`src/rtl/uart_frame_arbiter.sv`:
```
// Two-requester frame arbiter feeding a byte-wide UART transmitter.
// Each frame is SYNC_BYTE, an ID byte naming the granted channel, 1..MAX_PAYLOAD
// payload bytes and an XOR checksum over the ID and payload bytes.
module uart_frame_arbiter #(
  parameter logic [7:0]  SYNC_BYTE   = 8'hA5,
  parameter int unsigned MAX_PAYLOAD = 64
) (
  input  logic       clk,
  input  logic       rst,
  input  logic       s0_valid,
  input  logic [7:0] s0_data,
  input  logic       s0_last,
  output logic       s0_ready,
  input  logic       s1_valid,
  input  logic [7:0] s1_data,
  input  logic       s1_last,
  output logic       s1_ready,
  output logic       uart_transmit,
  output logic [7:0] uart_tx_byte,
  input  logic       uart_is_transmitting,
  output logic       busy,
  output logic       grant,
  output logic       frame_done,
  output logic       overflow
);

  typedef enum logic [2:0] {ST_IDLE, ST_SYNC, ST_ID, ST_PAYLOAD, ST_CHK} state_e;
  typedef enum logic [1:0] {PH_LOAD, PH_PULSE, PH_WAIT_BUSY, PH_WAIT_DONE} phase_e;

  state_e     state_q, state_d;
  phase_e     phase_q, phase_d;
  logic [7:0] chk_q, chk_d;
  logic [7:0] cnt_q, cnt_d;
  logic [7:0] tx_byte_d;
  logic       grant_d, busy_d, frame_done_d, overflow_d;
  logic       rr_q, rr_d;        // channel that wins the next tie
  logic       close_q, close_d;  // current payload byte ends the payload
  logic       ovf_q, ovf_d;      // payload was closed by the length limit
  logic       g_valid, g_last;
  logic [7:0] g_data;
  logic [8:0] cnt_inc;
  logic       at_max, accept;

  assign g_valid  = grant ? s1_valid : s0_valid;
  assign g_data   = grant ? s1_data  : s0_data;
  assign g_last   = grant ? s1_last  : s0_last;
  assign cnt_inc  = {1'b0, cnt_q} + 9'd1;
  assign at_max   = (cnt_inc == 9'(MAX_PAYLOAD));
  assign accept   = (state_q == ST_PAYLOAD) && (phase_q == PH_LOAD) &&
                    !uart_is_transmitting && g_valid;
  assign s0_ready = accept && !grant;
  assign s1_ready = accept && grant;
  assign uart_transmit = (phase_q == PH_PULSE);

  // Next-state logic: frame-level state plus the per-byte load/pulse/wait phase.
  always_comb begin
    state_d      = state_q;
    phase_d      = phase_q;
    chk_d        = chk_q;
    cnt_d        = cnt_q;
    tx_byte_d    = uart_tx_byte;
    grant_d      = grant;
    busy_d       = busy;
    frame_done_d = 1'b0;
    overflow_d   = 1'b0;
    rr_d         = rr_q;
    close_d      = close_q;
    ovf_d        = ovf_q;
    case (state_q)
      ST_IDLE: begin
        if (!uart_is_transmitting && (s0_valid || s1_valid)) begin
          grant_d = (s0_valid && s1_valid) ? rr_q : s1_valid;
          busy_d  = 1'b1;
          state_d = ST_SYNC;
          phase_d = PH_LOAD;
          cnt_d   = '0;
          chk_d   = '0;
          close_d = 1'b0;
          ovf_d   = 1'b0;
        end
      end
      default: begin
        case (phase_q)
          PH_LOAD: begin
            // Loading only while the UART is idle keeps uart_tx_byte stable
            // for the whole time the transmitter is shifting it out.
            if (!uart_is_transmitting) begin
              case (state_q)
                ST_SYNC: begin
                  tx_byte_d = SYNC_BYTE;
                  phase_d   = PH_PULSE;
                end
                ST_ID: begin
                  tx_byte_d = {7'b0, grant};
                  chk_d     = chk_q ^ {7'b0, grant};
                  phase_d   = PH_PULSE;
                end
                ST_PAYLOAD: begin
                  if (g_valid) begin
                    tx_byte_d = g_data;
                    chk_d     = chk_q ^ g_data;
                    cnt_d     = cnt_inc[7:0];
                    close_d   = g_last || at_max;
                    ovf_d     = !g_last && at_max;
                    phase_d   = PH_PULSE;
                  end
                end
                ST_CHK: begin
                  tx_byte_d = chk_q;
                  phase_d   = PH_PULSE;
                end
                default: ;
              endcase
            end
          end
          PH_PULSE: phase_d = PH_WAIT_BUSY;
          PH_WAIT_BUSY: begin
            if (uart_is_transmitting) phase_d = PH_WAIT_DONE;
          end
          PH_WAIT_DONE: begin
            if (!uart_is_transmitting) begin
              phase_d = PH_LOAD;
              case (state_q)
                ST_SYNC:    state_d = ST_ID;
                ST_ID:      state_d = ST_PAYLOAD;
                ST_PAYLOAD: state_d = close_q ? ST_CHK : ST_PAYLOAD;
                ST_CHK: begin
                  state_d      = ST_IDLE;
                  busy_d       = 1'b0;
                  frame_done_d = 1'b1;
                  overflow_d   = ovf_q;
                  rr_d         = !grant;
                end
                default: ;
              endcase
            end
          end
          default: ;
        endcase
      end
    endcase
  end

  // State and output registers with synchronous reset.
  always_ff @(posedge clk) begin
    if (rst) begin
      state_q      <= ST_IDLE;
      phase_q      <= PH_LOAD;
      chk_q        <= '0;
      cnt_q        <= '0;
      uart_tx_byte <= '0;
      grant        <= 1'b0;
      busy         <= 1'b0;
      frame_done   <= 1'b0;
      overflow     <= 1'b0;
      rr_q         <= 1'b0;
      close_q      <= 1'b0;
      ovf_q        <= 1'b0;
    end else begin
      state_q      <= state_d;
      phase_q      <= phase_d;
      chk_q        <= chk_d;
      cnt_q        <= cnt_d;
      uart_tx_byte <= tx_byte_d;
      grant        <= grant_d;
      busy         <= busy_d;
      frame_done   <= frame_done_d;
      overflow     <= overflow_d;
      rr_q         <= rr_d;
      close_q      <= close_d;
      ovf_q        <= ovf_d;
    end
  end

endmodule

```
`config.mk`:
```
export PLATFORM = sky130hd
export DESIGN_NAME = uart_frame_arbiter
export DESIGN_NICKNAME = d
export VERILOG_FILES = /design/src/rtl/uart_frame_arbiter.sv
export SDC_FILE = /design/constraint.sdc
export NUM_CORES = 1
export LEC_CHECK = 0
export CORE_UTILIZATION = 35
export DETAILED_ROUTE_END_ITERATION = 8
export GPL_TIMING_DRIVEN = 0
export PLACE_DENSITY_LB_ADDON = 0.3
export SYNTH_ARGS = -nofsm -noshare
export SYNTH_HDL_FRONTEND = slang
export SYNTH_SLANG_ARGS = --single-unit
```
`constraint.sdc`:
```
create_clock -name clk -period 1.9 [get_ports clk]
set_clock_uncertainty 0.2 [all_clocks]
set_input_delay 0.38 -clock clk [delete_from_list [all_inputs] [get_ports clk]]
set_output_delay 0.38 -clock clk [all_outputs]
set_load 0.1 [all_outputs]
```
==> results of run 1 <==
==> power breakdown <==
group	internal [mW]	leakage [nW]	switching, mW
Clock	0.388	0.0541	0.304
Combinational	0.259	0.803	0.391
Sequential	0.787	0.294	0.0233
Total	1.43	1.15	0.718
==> cells by family (layout without fill, tap and decap cells) <==
family                   count (synthesis)  count (layout)  share of synthesized area, %
AO/OA/AOI/OAI                           87              87                          27.2
AND/OR/NAND/NOR                         75              75                          19.9
flip-flops                              36              36                          34.2
buffers and inverters                   27              93                          6.89
multiplexers                            18              18                          8.85
adder cells (fa/ha/maj)                  5               5                          2.97
==> synthesized netlist by cell type (4+ instances only) <==
| library cell | instances |
|---|---|
| a21oi_1 | 36 |
| dfxtp_1 | 36 |
| nand2_1 | 18 |
| mux2i_1 | 16 |
| nor2_1 | 15 |
| o21ai_0 | 12 |
| nand3_1 | 11 |
| a211oi_1 | 9 |
| inv_1 | 9 |
| or3_1 | 9 |
| buf_2 | 7 |
| a311oi_1 | 5 |
| and3_1 | 5 |
| ha_1 | 5 |
| a31oi_1 | 4 |
| clkbuf_1 | 4 |
==> flip-flops by register name, summed over array words and instances, names as in the netlist, 2 cells and up <==
signal        cells
uart_tx_byte      8
state_q           3
cnt_q             8
phase_q           2
chk_q             8
==> path summary, 6_finish.rpt <==
check	start	end	slack, ps	depth (start not counted)
setup / recovery	phase_q[1]	s0_ready	-310	7
hold / removal	chk_q[3]	chk_q[3]	270	2
setup reg to reg	phase_q[1]	chk_q[6]	-290	12
hold reg to reg	chk_q[3]	chk_q[3]	270	2
==> per-stage QoR <==
| step | hold slack [ps] | instance area [sq um] | utilization, % | setup TNS [ps] |
|---|---|---|---|---|
| floorplan | 243 | 2200 | - | -2630 |
| global placement | 258 | 2640 | 46.8 | -17310 |
| detailed placement | 263 | 2640 | 46.8 | -17510 |
| CTS | 274 | 3060 | 54.2 | -3750 |
| global route | 295 | 3190 | 56.5 | -4720 |
| finish | 274 | 3190 | 56.5 | -3710 |
==> per-layer routing <==
layer | global-route usage, % | wire [microns] | vias up
met2 | 32.0 | 3020 | 85
met5 | 0 | 0 | -
met1 | 27.5 | 2700 | 1003
met4 | 7.45 | 131 | 0
li1 | - | - | 1057
met3 | 3.89 | 414 | 14
==> layout make-up <==
class,count,share of cell area [%]
plain buffers,16,4.87
clock buffers,5,2.16
clock inverters,3,1.33
inverters,10,1.18
multi-input cells,185,45.3
flip-flops and latches,36,22.8
well taps,72,2.83
repair buffers,59,19.5
==> what timing repair did <==
action,in CTS,in global routing
buffers inserted,19,6
resized for setup,81,31
setup endpoints to repair,47,31
gates cloned,2,0
pin swaps,12,11
==> worst max-delay path, stage by stage, from the launching register on <==
cell and delay, ps:
dfxtp_2 330, inv_2 70, ha_4 140, nor2b_4 170, clkbuf_16 160, nand2_8 50, nor3_4 200, buf_12 200
==> impl_metrics.json, run 1 <==
{
  "setup-violations-final": 18,
  "synth.distinct_cells": 51,
  "h-tree-depth": 2,
  "criticalPathCategory": "flop to output port",
  "grt_max_degree": 13,
  "drc": 0,
  "p_leak_nw": 1.15,
  "period_share_pct": 116,
  "start_util_pct": 37.3,
  "layout_commonest_cell": "dfxtp_1",
  "rows": 27,
  "final_nets": 341,
  "die_y_microns": 79.6,
  "fin_ws_ps": -310,
  "totalWireLength_mm": 6.27,
  "antenna_found_initial": 0,
  "dp_hpwl_mm": 4.03,
  "violations": "negative setup slack",
  "required_ps": 1320,
  "syn_nets": 276,
  "seqCellArea_sq_um": 727,
  "hp-class": "flop to flop",
  "cts_root_buffer": "clkbuf_8",
  "critPathCaptureType": "output port",
  "startpoint_type": "flop",
  "final_layout_size_suffix_gt1_share_pct": 34.7,
  "multi_input_area_sq_um": 1450,
  "die_area_sq_um": 6330,
  "port_buffers": 35,
  "yosysTopAreaCell": "dfxtp_1",
  "maxCapViolCount": 0,
  "worst_pin_slew_ps": 664,
  "outcome": "finished with violations",
  "crit_arrival_ps": 1630,
  "coreArea_sq_um": 5640,
  "yosysSeqAreaShare_pct": 34.2,
  "first_pass_iters": 4,
  "p_per_area_nw_per_um2": 675,
  "netlist_instances": 248,
  "n_fill_cell": 514,
  "synth_top_area_share_pct": 34.2,
  "power_mw": 2.15,
  "grt_pass1_wl_mm": 9.82,
  "drt-wirelength-per-cell_microns": 16.2,
  "grt_usage_pct": 20.4,
  "async_reset_ff_share_pct": 0,
  "hold_violations": 0,
  "ant_nets": 0,
  "io_pins": 38,
  "numCtsBuffers": 5,
  "mostFrequentLayoutCells": "dfxtp_1 (33), a21oi_1 (30), clkdlybuf4s50_1 (18), buf_4 (17), mux2i_1 (16)",
  "yosys-top-cells-area": "dfxtp_1 (34%), a21oi_1 (8.6%), mux2i_1 (7.6%)",
  "maxSlewViolCount": 0,
  "timing.fmax_mhz": 453,
  "cts_tree": "built",
  "crit_fanout": 2,
  "fin_cells": 386,
  "period_needed_ps": 2210,
  "grt_pass1_vias": 2017,
  "syn_to_final_growth_pct": 51.2,
  "gp_routability_congestion": 0.911,
  "netlist_area_sq_um": 2110,
  "grt.overflow.total": 0,
  "post-place-cells": 355,
  "drt_iter0_drc": 190,
  "clock_path_buffers": 2,
  "via_per_inst": 5.59,
  "die_w_microns": 79.6,
  "dp_slack_ps": -1120,
  "synth-edff-count": 0,
  "synth_flop_cell": "dfxtp_1",
  "rsz0062_at_grt": "true",
  "vias": 2159,
  "maxSlewHeadroom_pct": 55.7,
  "ys_ff_latch": 36,
  "ir_drop_mv": 0.373,
  "avgSynthCellArea_sq_um": 8.50,
  "diodes": 0,
  "clock-sinks": 36,
  "hold_buffers": 0,
  "yosys_warnings": 0,
  "path_clk_slew_ps": 80,
  "insertion_delay_ps": 300
}
Power figures use the tool's default switching activity.
==> run 2, diff against run 1 <==
--- a/config.mk
+++ b/config.mk
@@ -8,7 +8,7 @@
 export CORE_UTILIZATION = 35
 export DETAILED_ROUTE_END_ITERATION = 8
 export GPL_TIMING_DRIVEN = 0
-export PLACE_DENSITY_LB_ADDON = 0.3
+export PLACE_DENSITY = 0.62
 export SYNTH_ARGS = -nofsm -noshare
 export SYNTH_HDL_FRONTEND = slang
 export SYNTH_SLANG_ARGS = --single-unit
==> run 2 against run 1 <==
The run still ends with negative setup slack left; wire length decreased by 4.4%; register-to-register slack improved by 200 ps; final cell count unchanged; clock power decreased by 8.5%; non-clock buffer count unchanged; hold slack got worse by 9.8 ps; combinational power decreased by 1%; critical path depth unchanged; power decreased by 3.2%; cell area decreased by 3.2%; critical path type unchanged; critical endpoint unchanged.
==> impl_metrics.json, run 2 (synthesized netlist as in run 1, its figures left out) <==
{
  "hold_buffers": 0,
  "period_share_pct": 115,
  "final_nets": 341,
  "r2r-end": "chk_q[3]",
  "h-tree-depth": 2,
  "crit_arrival_ps": 1610,
  "power.share.sequential_pct": 38.7,
  "reg2reg_setup_slack_ps": -90,
  "ir_drop_mv": 0.342,
  "maxSlewViolCount": 0,
  "startpoint": "phase_q[0]",
  "period_needed_ps": 2190,
  "required_ps": 1320,
  "finalSetupTns_ps": -1260,
  "p_int_mw": 1.39,
  "mostFrequentLayoutCells": "dfxtp_1 (33), a21oi_1 (32), buf_4 (22), clkdlybuf4s50_1 (18)",
  "grt_max_degree": 12,
  "maxSlewHeadroom_pct": 55.6,
  "die_w_microns": 79.6,
  "syn_to_final_growth_pct": 46.4,
  "insertion_delay_ps": 300,
  "startpoint_type": "flop",
  "min_path_cells": 1,
  "grt_usage_pct": 20.0,
  "path_clk_slew_ps": 80,
  "clock-sinks": 36,
  "critPathCaptureType": "output port",
  "gp_routability_congestion": 0.833,
  "p_per_area_nw_per_um2": 675,
  "drc": 0,
  "setup-violations-final": 16,
  "vias": 2121,
  "rows": 27,
  "whs_endpoint": "overflow",
  "diodes": 0,
  "grt_pass1_vias": 1897,
  "timing.fmax_mhz": 456,
  "grt_pass1_wl_mm": 9.57,
  "p_leak_nw": 1.15,
  "port_buffers": 35,
  "fin_ws_ps": -294,
  "r2r-start": "phase_q[0]",
  "swShare_pct": 33.2,
  "ant_nets": 0,
  "die_area_sq_um": 6330,
  "min_from": "ovf_q",
  "rsz0062_at_grt": "true",
  "drt_iter0_drc": 143,
  "numCtsBuffers": 5,
  "multi_input_area_sq_um": 1360,
  "clkPwrFrac_pct": 30.4,
  "die_y_microns": 79.6,
  "antenna_found_initial": 0,
  "via_per_inst": 5.49,
  "n_fill_cell": 502,
  "maxCapViolCount": 0,
  "hp-class": "flop to flop",
  "start_util_pct": 37.3,
  "first_pass_iters": 4,
  "io_pins": 38,
  "grt.overflow.total": 0,
  "worst_pin_slew_ps": 665,
  "fin_util_pct": 54.7,
  "comb_power_share_pct": 30.8,
  "cts_tree": "built",
  "cts_root_buffer": "clkbuf_8",
  "final_layout_size_suffix_gt1_share_pct": 29.0,
  "clock_path_buffers": 2,
  "power_switching_mw": 0.692,
  "reg2reg_depth": 9,
  "hold_violations": 0,
  "drt-wirelength-per-cell_microns": 15.5,
  "dp_hpwl_mm": 4.05,
  "largestRegisters": "chk_q (8), cnt_q (8), uart_tx_byte (8)",
  "coreArea_sq_um": 5640,
  "totalWireLength_mm": 6.00,
  "criticalPathCategory": "flop to output port",
  "hold_slack_ps": 265,
  "crit_fanout": 2,
  "seqCellArea_sq_um": 727,
  "violations": "negative setup slack",
  "layout_commonest_cell": "dfxtp_1",
  "outcome": "finished with violations"
}
-- run 2: power by group through the flow --
| stage | registers, mW | clock network (mW) | logic (mW) |
|---|---|---|---|
| floorplan | 0.948 | 0 | 0.262 |
| global placement | 0.824 | 0 | 0.530 |
| detailed placement | 0.824 | 0 | 0.532 |
| CTS | 0.806 | 0.648 | 0.598 |
| global route | 0.811 | 0.678 | 0.679 |
| finish | 0.807 | 0.634 | 0.642 |
-- run 2: worst max path at each step --
stage / depth (start not counted) / slack [ps] / to
final: 7 / -290 / s0_ready
after global routing: 7 / -360 / s0_ready
after CTS: 8 / -310 / s0_ready
after detailed placement: 8 / -1140 / s0_ready
after global placement: 8 / -1110 / s0_ready
after floorplan: 7 / -510 / s0_ready
-- run 2: repair_timing --
item,4_1_cts,5_1_grt
cloned,2,0
endpoints found under the hold margin,0,0
resized for setup,72,10
setup endpoints to repair,47,30
setup buffers,11,11
pin swaps,7,8
-- run 2: critical path, stage by stage (launching register included) --
cell and delay, ps:
dfxtp_2 330, inv_2 70, ha_4 140, nor2b_4 170
clkbuf_16 150, nand2_8 50, nor3_4 190, buf_12 200
-- run 2: metrics by stage --
step	worst slack (ps)	power, mW	instance area, sq um	cells
2_1_floorplan	-513	1.21	2200	248
3_3_place_gp	-1110	1.35	2640	355
3_5_place_dp	-1140	1.36	2640	355
4_1_cts	-315	2.05	2960	376
5_1_grt	-355	2.17	3090	386
6_report	-294	2.08	3090	386
-- run 2: layer usage --
| metal | up-vias | global-route usage, % | share of wire (%) |
|---|---|---|---|
| met2 | 61 | 31.1 | 45 |
| met4 | 0 | 7.64 | 2.2 |
| met1 | 997 | 26.7 | 47 |
| li1 | 1052 | - | - |
| met3 | 11 | 4.46 | 4.8 |
| met5 | - | 0 | 0 |
-- run 2: cell type report --
cell class | count | share of cell area (%)
Clock inverter | 1 | 0.162
Multi-Input combinational cell | 185 | 44.0
Sequential cell | 36 | 23.6
Tap cell | 72 | 2.92
Buffer | 16 | 4.83
Clock buffer | 7 | 3.16
Timing Repair Buffer | 59 | 20.2
Inverter | 10 | 1.22
==> patch: new RTL, flow settings as in run 1 <==
The 5 states of `state_e` get a one-hot encoding in 5 bits.
--- a/src/rtl/uart_frame_arbiter.sv
+++ b/src/rtl/uart_frame_arbiter.sv
@@ -24,7 +24,7 @@
   output logic       overflow
 );
 
-  typedef enum logic [2:0] {ST_IDLE, ST_SYNC, ST_ID, ST_PAYLOAD, ST_CHK} state_e;
+  typedef enum logic [4:0] {ST_IDLE = 5'b00001, ST_SYNC = 5'b00010, ST_ID = 5'b00100, ST_PAYLOAD = 5'b01000, ST_CHK = 5'b10000} state_e;
   typedef enum logic [1:0] {PH_LOAD, PH_PULSE, PH_WAIT_BUSY, PH_WAIT_DONE} phase_e;
 
   state_e     state_q, state_d;
Check against the original RTL: no difference found for any inputs over 10 cycles, from zero or initial values and one cycle with rst high; not proved beyond that.
==> patch against run 1 <==
- cell count up 4.4%
- cell area up 9.5%
- combinational power decreased by 8.9%
- wire length is 11% higher
- register-to-register slack got worse by 0.12 ns
- largest cell class unchanged
- area after synthesis decreased by 0.24%
- the run still ends with negative setup slack left
- global-route usage grew 0.52 points
- synthesized cell count increased by 4.0%
- worst setup slack got worse by 0.37 ns
- total power fell by 5.8%
- non-clock buffer count increased by 6
- sequential cell count increased by 2
- fmax shrank 14%
==> patch: results <==
# TYPE chip_impl_metric gauge
chip_impl_metric{name="critPathMaxFanout",unit=""} 4
chip_impl_info{name="failing_checks",value="negative setup slack"} 1
chip_impl_metric{name="total_nets_final",unit=""} 358
chip_impl_metric{name="gp_congestion",unit=""} 0.869
chip_impl_info{name="synth_top_cells_by_area",value="sky130_fd_sc_hd__dfxtp_1 (36%), sky130_fd_sc_hd__nor2_1 (7.3%), sky130_fd_sc_hd__a21oi_1 (6.2%), sky130_fd_sc_hd__mux2i_1 (5.2%), sky130_fd_sc_hd__a211oi_1 (4.3%)"} 1
chip_impl_metric{name="worst_hold_slack",unit="ns"} 0.291
chip_impl_metric{name="groute.layer.met2.usage",unit="%"} 35.3
chip_impl_metric{name="synth_mux_area_share",unit="%"} 5.77
chip_impl_info{name="regToRegEndpoint",value="phase_q[0]$_SDFFE_PP0P_"} 1
chip_impl_metric{name="drtIter0Drc",unit=""} 130
chip_impl_metric{name="finalWorstSetupSlack",unit="ns"} -0.682
chip_impl_metric{name="synth_compound_area_share",unit="%"} 22.3
chip_impl_metric{name="yosys.area_share.adder",unit="%"} 2.98
chip_impl_metric{name="use_met3",unit="%"} 3.77
chip_impl_metric{name="grt_pass1_vias",unit=""} 2130
chip_impl_info{name="worst_setup_sp",value="state_q[1]$_SDFFE_PP0P_"} 1
chip_impl_metric{name="routed_wire_length_per_instance",unit="um"} 17.3
chip_impl_info{name="slowest_cell_on_the_critical_path",value="sky130_fd_sc_hd__or4_4"} 1
chip_impl_metric{name="grt_first_pass_wirelength",unit="um"} 10200
chip_impl_info{name="cp-endpoint",value="s1_ready"} 1
chip_impl_info{name="outcome",value="finished, violations left"} 1
chip_impl_metric{name="worstPathArrival",unit="ns"} 2.00
chip_impl_metric{name="setup_violations",unit=""} 39
chip_impl_metric{name="layout-drive-gt1-share",unit="%"} 42.9
chip_impl_metric{name="fillCellCount",unit=""} 458
chip_impl_metric{name="grt_util_all_layers",unit="%"} 20.9
chip_impl_metric{name="max-vdd-ir-drop",unit="mV"} 0.367
chip_impl_info{name="leading_post_synthesis_cells_by_instance_count",value="sky130_fd_sc_hd__nor2_1 (41), sky130_fd_sc_hd__dfxtp_1 (38), sky130_fd_sc_hd__a21oi_1 (26), sky130_fd_sc_hd__nand2_1 (13), sky130_fd_sc_hd__a211oi_1 (12)"} 1
chip_impl_metric{name="route.vias.total",unit=""} 2280
chip_impl_metric{name="syn_avg_cell_area",unit="um2"} 8.15
chip_impl_metric{name="ys_types",unit=""} 48
chip_impl_metric{name="yosys.area_share.xor_xnor",unit="%"} 3.75
## patch: cell count changes after synthesis, moves of 6 or more
cell	before	now
sky130_fd_sc_hd__xnor2_1	0	9
sky130_fd_sc_hd__nor2_1	15	41
sky130_fd_sc_hd__a21oi_1	36	26
sky130_fd_sc_hd__nand4_1	1	7
sky130_fd_sc_hd__or3_1	9	3
## patch: timing repair
item                                    CTS  global route
endpoints found under the setup margin   53            41
pin swaps                                10            37
resized for setup                        83            83
cloned                                    1             1
hold buffers                              0             0
setup buffers                            13            20
## patch: cells by family (layout without fill, tap and decap cells)
group	after synthesis	in the layout
xor+xnor	9	9
fa+ha+maj	5	5
flops	38	38
compound gates	71	71
mux	12	12
buf+inv	25	98
simple gates	98	98
## patch: how the worst min path moves through the flow
stage                         end                from
2_1_floorplan  ovf_q$_SDFFE_PP0P_  ovf_q$_SDFFE_PP0P_
3_3_place_gp   ovf_q$_SDFFE_PP0P_  ovf_q$_SDFFE_PP0P_
3_5_place_dp   ovf_q$_SDFFE_PP0P_  ovf_q$_SDFFE_PP0P_
4_1_cts        ovf_q$_SDFFE_PP0P_  ovf_q$_SDFFE_PP0P_
5_1_grt        ovf_q$_SDFFE_PP0P_  ovf_q$_SDFFE_PP0P_
6_report       ovf_q$_SDFFE_PP0P_  ovf_q$_SDFFE_PP0P_
## patch: layout make-up
cell class	count	area (um2)	area share (%)
well taps	72	90.1	2.58
clock inverters	1	5.00	0.143
clock buffers	7	86.3	2.47
flip-flops and latches	38	776	22.2
multi-input cells	195	1650	47.4
repair buffers	69	727	20.8
inverters	9	33.8	0.968
plain buffers	12	116	3.34
## patch: worst max-delay path: cells and delay by family, from the launching register on
| kind | cells | cell delay, ns |
|---|---|---|
| simple gates | 3 | 0.93 |
| flops | 1 | 0.33 |
| buf+inv | 3 | 0.45 |
## patch: metal layers
layer | vias up | share of wire, %
met1 | 1104 | 44
met4 | 0 | 1.8
li1 | 1091 | -
met2 | 72 | 49
met5 | - | 0
met3 | 13 | 5.7
## patch: report_power, final
part           internal, uW  switching, uW  total [uW]
sequential              822           24.2         846
combinational           262            330         592
clock                   293            295         588
total                  1380            649        2030
## patch: stage by stage
step,utilization [%],instance area [um2],setup slack [ns],cells,TNS [ns]
floorplan,-,2250,-0.730,258,-8.93
global placement,47.9,2700,-1.85,366,-25.78
detailed placement,47.9,2700,-1.85,366,-26.10
CTS,53.6,3020,-0.665,387,-17.21
global route,61.8,3490,-0.722,403,-14.58
finish,61.8,3490,-0.682,403,-12.31
